File: src/rtl/ifd_pkg.sv
// Shared types for the fetch/dispatch sequencer.
// FSM state encoding, opcode constants, opcode legality check.
package ifd_pkg;

  typedef enum logic [2:0] {
    IDLE,
    F_ADDR,
    F_READ,
    DECODE,
    EXEC,
    CLEAR
  } state_t;

  localparam logic [3:0] OP_NOP    = 4'b0000;
  localparam logic [3:0] OP_ALUI_A = 4'b0001;
  localparam logic [3:0] OP_ALUI_B = 4'b0010;
  localparam logic [3:0] OP_ALU    = 4'b0011;
  localparam logic [3:0] OP_LD     = 4'b0100;
  localparam logic [3:0] OP_ST     = 4'b0101;

  function automatic logic is_valid_op(input logic [3:0] op);
    logic ok;
    ok = 1'b0;
    unique case (1'b1)
      op == OP_ALUI_A: ok = 1'b1;
      op == OP_ALUI_B: ok = 1'b1;
      op == OP_ALU:    ok = 1'b1;
      op == OP_LD:     ok = 1'b1;
      op == OP_ST:     ok = 1'b1;
      default:         ok = 1'b0;
    endcase
    return ok;
  endfunction

endpackage

File: src/rtl/ifd_watchdog.sv
// EXEC watchdog: loadable down-counter, expire when it reaches zero.
// Ports: clk, rst (async low), load, en, clr -> expire.
module ifd_watchdog #(
  parameter int unsigned TIMEOUT = 32
) (
  input  logic clk,
  input  logic rst,
  input  logic load,
  input  logic en,
  input  logic clr,
  output logic expire
);

  logic [7:0] cnt_q, cnt_d;

  always_comb begin
    cnt_d = cnt_q;
    if (clr)
      cnt_d = '0;
    else if (load)
      cnt_d = 8'(TIMEOUT - 1);
    else if (en && cnt_q != '0)
      cnt_d = cnt_q - 8'd1;
  end

  always_ff @(posedge clk or negedge rst) begin
    if (!rst) cnt_q <= '0;
    else      cnt_q <= cnt_d;
  end

  assign expire = (cnt_q == '0);

endmodule

File: src/rtl/instr_fetch_dispatch.sv
// Fetch/decode/dispatch sequencer feeding the execute FSMs via ir_out.
// Ports: bus/mem handshake in, bus control + ir_out + status out. Macro IFD_STEP_EN.
module instr_fetch_dispatch
  import ifd_pkg::*;
#(
  parameter int unsigned TIMEOUT  = 32,
  parameter logic [15:0] NOP_WORD = 16'h0000
) (
  input  logic        clk,
  input  logic        rst,
  input  logic [15:0] bus_in,
  input  logic        mem_ready,
  input  logic        sub_done,
  input  logic        step,
  output logic        PC_out,
  output logic        MAR_in,
  output logic        mem_rd,
  output logic        pc_inc,
  output logic [15:0] ir_out,
  output logic        exec_busy,
  output logic        illegal,
  output logic        timeout
);

  state_t      state_q, state_d;
  logic [15:0] ir_q, ir_d;
  logic        clr_cnt_q, clr_cnt_d;
  logic        pc_out_q, pc_out_d;
  logic        mar_in_q, mar_in_d;
  logic        mem_rd_q, mem_rd_d;
  logic        busy_q, busy_d;
  logic        dec_inc_q, dec_inc_d;
  logic        illegal_q, illegal_d;
  logic        wd_expire;
  logic        wd_fire;
  logic        go;
  logic [3:0]  op_d;

`ifdef IFD_STEP_EN
  logic step_q;
  always_ff @(posedge clk or negedge rst) begin
    if (!rst) step_q <= 1'b0;
    else      step_q <= step;
  end
  assign go = step & ~step_q;
`else
  logic unused_step;
  assign unused_step = step;
  assign go = 1'b1;
`endif

  // sub_done in the expiry cycle suppresses the abort
  assign wd_fire = (state_q == EXEC) && wd_expire && !sub_done;

  always_comb begin
    state_d   = state_q;
    ir_d      = ir_q;
    clr_cnt_d = 1'b0;
    unique case (state_q)
      IDLE:   if (go) state_d = F_ADDR;
      F_ADDR: state_d = F_READ;
      F_READ: begin
        if (mem_ready) begin
          ir_d    = bus_in;
          state_d = DECODE;
        end
      end
      DECODE: begin
        if (is_valid_op(ir_q[15:12])) begin
          state_d = EXEC;
        end else if (ir_q[15:12] == OP_NOP) begin
          state_d = IDLE;
        end else begin
          state_d = CLEAR;
          ir_d    = NOP_WORD;
        end
      end
      EXEC: begin
        if (sub_done || wd_fire) begin
          state_d = CLEAR;
          ir_d    = NOP_WORD;
        end
      end
      CLEAR: begin
        ir_d      = NOP_WORD;
        clr_cnt_d = ~clr_cnt_q;
        if (clr_cnt_q) state_d = IDLE;
      end
      default: state_d = IDLE;
    endcase
  end

  // Outputs registered from the next state
  assign op_d = ir_d[15:12];

  always_comb begin
    pc_out_d  = (state_d == F_ADDR);
    mar_in_d  = (state_d == F_ADDR);
    mem_rd_d  = (state_d == F_READ);
    busy_d    = (state_d == EXEC);
    dec_inc_d = (state_d == DECODE) && !is_valid_op(op_d);
    illegal_d = (state_d == DECODE) && !is_valid_op(op_d)
                && (op_d != OP_NOP);
  end

  always_ff @(posedge clk or negedge rst) begin
    if (!rst) begin
      state_q   <= IDLE;
      ir_q      <= NOP_WORD;
      clr_cnt_q <= 1'b0;
      pc_out_q  <= 1'b0;
      mar_in_q  <= 1'b0;
      mem_rd_q  <= 1'b0;
      busy_q    <= 1'b0;
      dec_inc_q <= 1'b0;
      illegal_q <= 1'b0;
    end else begin
      state_q   <= state_d;
      ir_q      <= ir_d;
      clr_cnt_q <= clr_cnt_d;
      pc_out_q  <= pc_out_d;
      mar_in_q  <= mar_in_d;
      mem_rd_q  <= mem_rd_d;
      busy_q    <= busy_d;
      dec_inc_q <= dec_inc_d;
      illegal_q <= illegal_d;
    end
  end

  ifd_watchdog #(
    .TIMEOUT(TIMEOUT)
  ) u_wd (
    .clk   (clk),
    .rst   (rst),
    .load  (state_q == DECODE && state_d == EXEC),
    .en    (state_q == EXEC),
    .clr   (state_d == CLEAR),
    .expire(wd_expire)
  );

  assign PC_out    = pc_out_q;
  assign MAR_in    = mar_in_q;
  assign mem_rd    = mem_rd_q;
  assign exec_busy = busy_q;
  assign illegal   = illegal_q;
  assign ir_out    = ir_q;
  assign pc_inc    = dec_inc_q | wd_fire;
  assign timeout   = wd_fire;

endmodule

File: config.mk
export PLATFORM = sky130hd
export DESIGN_NAME = instr_fetch_dispatch
export DESIGN_NICKNAME = d
export VERILOG_FILES = /design/src/rtl/ifd_pkg.sv /design/src/rtl/ifd_watchdog.sv /design/src/rtl/instr_fetch_dispatch.sv
export SDC_FILE = /design/constraint.sdc
export NUM_CORES = 1
export LEC_CHECK = 0
export BUFFER_PORTS_ARGS = -buffer_cell sky130_fd_sc_hd__buf_2
export CORE_ASPECT_RATIO = 1.75
export CORE_UTILIZATION = 55
export CTS_BUF_LIST = sky130_fd_sc_hd__clkbuf_4
export DETAILED_ROUTE_END_ITERATION = 8
export GPL_TIMING_DRIVEN = 0
export PLACE_DENSITY = 0.83
export SKIP_LAST_GASP = 1
export SLEW_MARGIN = 15
export SYNTH_ARGS = -nofsm -noshare
export SYNTH_HDL_FRONTEND = slang
export SYNTH_HIERARCHICAL = 1
export SYNTH_SLANG_ARGS = --single-unit
File: constraint.sdc
create_clock -name clk -period 4.3 [get_ports clk]
set_clock_uncertainty 0.2 [all_clocks]
set_input_delay 0 -clock clk [delete_from_list [all_inputs] [get_ports clk]]
set_output_delay 0 -clock clk [all_outputs]
set_load 0.005 [all_outputs]
Word level (Yosys, flattened, before mapping)
Index checks and enable logic that the tools add are counted.

cells by class
  add/subtract/negate cells = 1
  reductions and logical operators = 19
  bitwise operators = 2
  equal/unequal tests = 24
  muxes and demuxes = 18

operators with widths
  kind                                                  number
  2-to-1 mux 16 bit                                     4
  one-hot mux 16 bit (4 select lines)                   1
  2-to-1 mux 8 bit                                      3
  one-hot mux 3 bit (6 select lines)                    1
  equality test 4 x 2 -> 1 bit (second input constant)  4
  equality test 4 x 3 -> 1 bit (second input constant)  4
  2-to-1 mux 3 bit                                      5
  equality test 3 x 2 -> 1 bit (second input constant)  4
  equality test 3 bit (second input constant)           4
  OR reduction 5 bit                                    2
  equality test 4 x 1 -> 1 bit (second input constant)  2
  logical NOT 8 bit                                     1
  != test 2 bit (second input constant)                 4
  nonzero test 4 bit                                    2
  nonzero test 8 bit                                    1
  subtractor 8 x 1 -> 8 bit (second input constant)     1
  equality test 3 x 1 -> 1 bit (second input constant)  2
  logical AND 1 bit                                     6
  AND reduction 5 bit                                   1
  logical NOT 4 bit                                     1
  2-to-1 mux 1 bit                                      4
  logical NOT 3 bit                                     1
  nonzero test 3 bit                                    1
  logical NOT 1 bit                                     2
  other kinds (3)                                       3

storage, ports and cells
  register bits = 33
  bits of input ports = 21

Longest topological paths before layout
  depth after elaboration = 12
  mapped depth = 13
  mapped depth without buffers = 12

Modules after synthesis
The synthesis kept the hierarchy.

by module, submodules not included
  module                area an instance (µm²)  instances  cells an instance
  instr_fetch_dispatch  1081.0                  1          91
  ifd_watchdog          521.8                   1          58

Worst setup path after synthesis
OpenSTA, ideal clock, no wires.

  kind = reg2reg
  start point = register u_wd.cnt_q[5]
  end point = register u_wd.cnt_q[1]
  setup slack = 1.537 ns
  buffers on the path = 1
  period minus slack after synthesis = 2.763 ns
  stages on the path, launching flop included = 11
  arrival time = 2.439 ns
  required time = 3.975 ns
  cells stage by stage = dfrtp_1 > or4_4 > nor3_1 > nor2_1 > a21oi_1 > a21oi_1 > o21ai_0 > and2_1 > clkbuf_1 > a21oi_1 > mux2_2

between the ends
  longest elaborated chain between the ends = 10
  elaborated cells between the ends (all ways) = 14
  classes of those cells = 2 x eq/ne; 4 x mux; 8 x reduce/logical

ends and longest elaborated chain
  what                                  line                         source
  start, declared                       ifd_watchdog.sv:14           logic [7:0] cnt_q, cnt_d;
  start signal, assigned                ifd_watchdog.sv:28           else cnt_q <= cnt_d;
  logical NOT 8 bit *                   ifd_watchdog.sv:31           assign expire = (cnt_q == '0);
  via wd_expire                         instr_fetch_dispatch.sv:34   logic wd_expire;
  logical AND 1 bit * (2 in series)     instr_fetch_dispatch.sv:53   assign wd_fire = (state_q == EXEC) && wd_expire && !sub_done;
  logical OR 1 bit *                    instr_fetch_dispatch.sv:79   if (sub_done || wd_fire) begin
  2-to-1 mux 3 bit *                    instr_fetch_dispatch.sv:79
  one-hot mux 3 bit (6 select lines) *  instr_fetch_dispatch.sv:59   unique case (state_q)
  via state_d[0]                        instr_fetch_dispatch.sv:25   state_t state_q, state_d;
  equality test 3 bit                   instr_fetch_dispatch.sv:135  .load (state_q == DECODE && state_d == EXEC),
  logical AND 1 bit                     instr_fetch_dispatch.sv:135
  2-to-1 mux 8 bit                      ifd_watchdog.sv:20           else if (load)
  2-to-1 mux 8 bit                      ifd_watchdog.sv:18           if (clr)

Mark *: on every way through the listed nets, which the timed path passes. The rest lies on a longest branch.
A chain may end at the register's enable or synchronous reset.

Worst setup path in the final report
Ends and elaborated chain as after synthesis.

==> metrics <==
R2R cell count 10; synthesized flop and latch total 33; Clk pin slew, worst setup/hold paths 100 ps; share of the synthesized area in the top cell type 0.5152; fin crit share 0.7537; CTS tree yes; cts hold-fix bufs 20; critical path launch point type register; post-synth net total 172; htree depth 2; first-pass GRT wire length 6423 um; GRT overflow 0; Nets 241; DPL Wire Length 2595 um; Hold Violations, Final 0; PD cells 654.0 nW/um^2; most frequent cell after synthesis dfrtp_1; RSZ-0062 raised after global routing no; Skew-Pair Late Insertion Delay 320 ps; Peak VDD IR 0.3946 mV; Setup Crit Path Kind register to register; static leakage 1.061 nW; Port Buffers 42; core box area 2721 um^2; CTS Buffer Depth 2; sequential area share after synthesis 0.5152; Die Ht 73.41 um; Synth async-reset ratio 1.000; CTS sink cnt 33; via count 1457; GRT Util Overall 0.2747; Least-Margin Pin Slew 722.7 ps; ranking of synthesized cells by area dfrtp_1, a22o_1, a21oi_1, nor3_1, inv_1; setup TNS 0 ps; CTS Buf Count 5; synthesis-to-finish area growth 32.63%; share of cells above drive strength 1 0.2877; outcome finished, final reports clean; dpl cells 218; final setup fails 0; drt first pass iters 6; DRC 0; Detailed Route WL 4011 um; initial antenna violation count 0; Via density 5.923; Critical Path Fanout Max 9; Post-synth EDFFs 0; mapped cell area 1603 um^2; Post-Layout Cell Count 246; fin. max-slew vios 0; Critical Path AT 3260 ps; Slew headroom 0.5182; path category of the worst min-delay check input pin to asynchronous set/reset pin; Initial Util 0.5890; yosys warns 6; setup bufs post-CTS 0; largest area contributor in the netlist dfrtp_1; I/O pins 44; number of global-route vias before repair 1508; pin count of the biggest net entering global routing 34; CP endpoint kind register; die area 3142 um^2; cts repair resizes 0; antenna viol nets, final 0; Final min period 3241 ps; ys flop type dfrtp_1; fillers 183; Avg WL per Cell 16.30 um; Die W 42.81 um; Rows 25; Max Clk Rate 308.6 MHz; CP required 4320 ps; Iter 0 DRT Violations 44; Syn Inst Count 149; ANT cells 0; Commonest cells post-synth dfrtp_1, a22o_1, a21oi_1; Netlist cell types 48; FF-to-FF setup slack 1060 ps; Max-Cap Viols 0; root buf cell clkbuf_4; Final Cell Area 2126 um^2; RePlAce Congestion 0.8514; synthesized area per cell 10.76 um^2; final core occ 0.7811; dpl cell area 1847 um^2
==> per-layer routing <==
layer,share of wire,global-route usage,up-vias
met5,0,0,-
met3,0.031,0.05405,9
met1,0.37,0.2831,713
met4,0.019,0.1250,0
met2,0.58,0.5152,53
li1,-,-,682
==> cells in the final DEF (no fill, tap or decap), drive strengths merged, types with 2 or more instances in the layout <==
master,count
nand2,5
dlygate4sd3,20
nand2b,5
a22o,14
clkbuf,9
nor3b,4
ha,2
a31oi,2
and2,2
o21ai,4
or4,2
dfrtp,33
a211o,2
or2,3
nor3,7
buf,46
a21oi,12
nor2,10
a21boi,2
or3,2
inv,9
mux2i,2
==> kinds of logic after synthesis <==
group                      Yosys count  synth area share
and+or+nand+nor                     47            0.1858
DFF                                 33            0.5152
xor gates and xnor gates             1          0.005465
adders and majority gates            2           0.01561
AOI/OAI and AO/OA                   47            0.2124
muxes                                3           0.01952
buffers and inverters               16           0.04606
==> worst max-delay path, stage by stage (launching register included) <==
cell and delay [ps]:
dfrtp_1 430, or4_4 580, nor3_1 390, nor2_1 90, a21oi_1 190, a21oi_1 60
o21ai_0 320, and2_1 180, clkbuf_1 320, a21oi_1 90, mux2_2 280
==> area by class of cell <==
cell class                 instances  area (um^2)  share of cell area
timing repair buffer              62        410.4              0.1931
clock buffer                       6        45.04             0.02119
buffer                             7        40.04             0.01883
sequential                        33        825.8              0.3885
clock inverter                     2        33.78             0.01589
tap                               27        33.78             0.01589
multi-input combinational        100        703.2              0.3308
inverter                           9        33.78             0.01589
==> through the flow <==
step,hold slack [ps],total power [W],worst slack (ps)
2_1_floorplan,-495.6,0.0009378,1537
3_3_place_gp,-124.9,0.001085,1163
3_5_place_dp,-101.2,0.001127,1087
4_1_cts,67.88,0.001381,1069
5_1_grt,109.3,0.001480,845.3
6_report,61.19,0.001390,1059
==> power breakdown <==
part           switching [W]  total (W)  internal, W
clock               0.000102   0.000229     0.000127
combinational       0.000332   0.000629     0.000297
sequential          0.000110   0.000532     0.000422
total               0.000544    0.00139     0.000847
==> registers in the layout, indices dropped and copies added, names as in the netlist <==
register and cells:
u_wd/cnt_q 8, dec_inc_q 1, clr_cnt_q 1, MAR_in 1
exec_busy 1, illegal 1, ir_out 16, mem_rd 1
state_q 3
==> path summary, 6_finish.rpt <==
path / from / endpoint
worst max-delay path: u_wd/cnt_q[5]$_DFFE_PN0P_ / u_wd/cnt_q[1]$_DFFE_PN0P_
worst min-delay path: rst / ir_out[5]$_DFFE_PN0P_
min in group clk: sub_done / timeout
max in group asynchronous: rst / u_wd/cnt_q[1]$_DFFE_PN0P_
worst min register to register: clr_cnt_q$_DFF_PN0_ / clr_cnt_q$_DFF_PN0_
worst max register to register: u_wd/cnt_q[5]$_DFFE_PN0P_ / u_wd/cnt_q[1]$_DFFE_PN0P_
No activity file was read; power rests on OpenSTA's default activity.
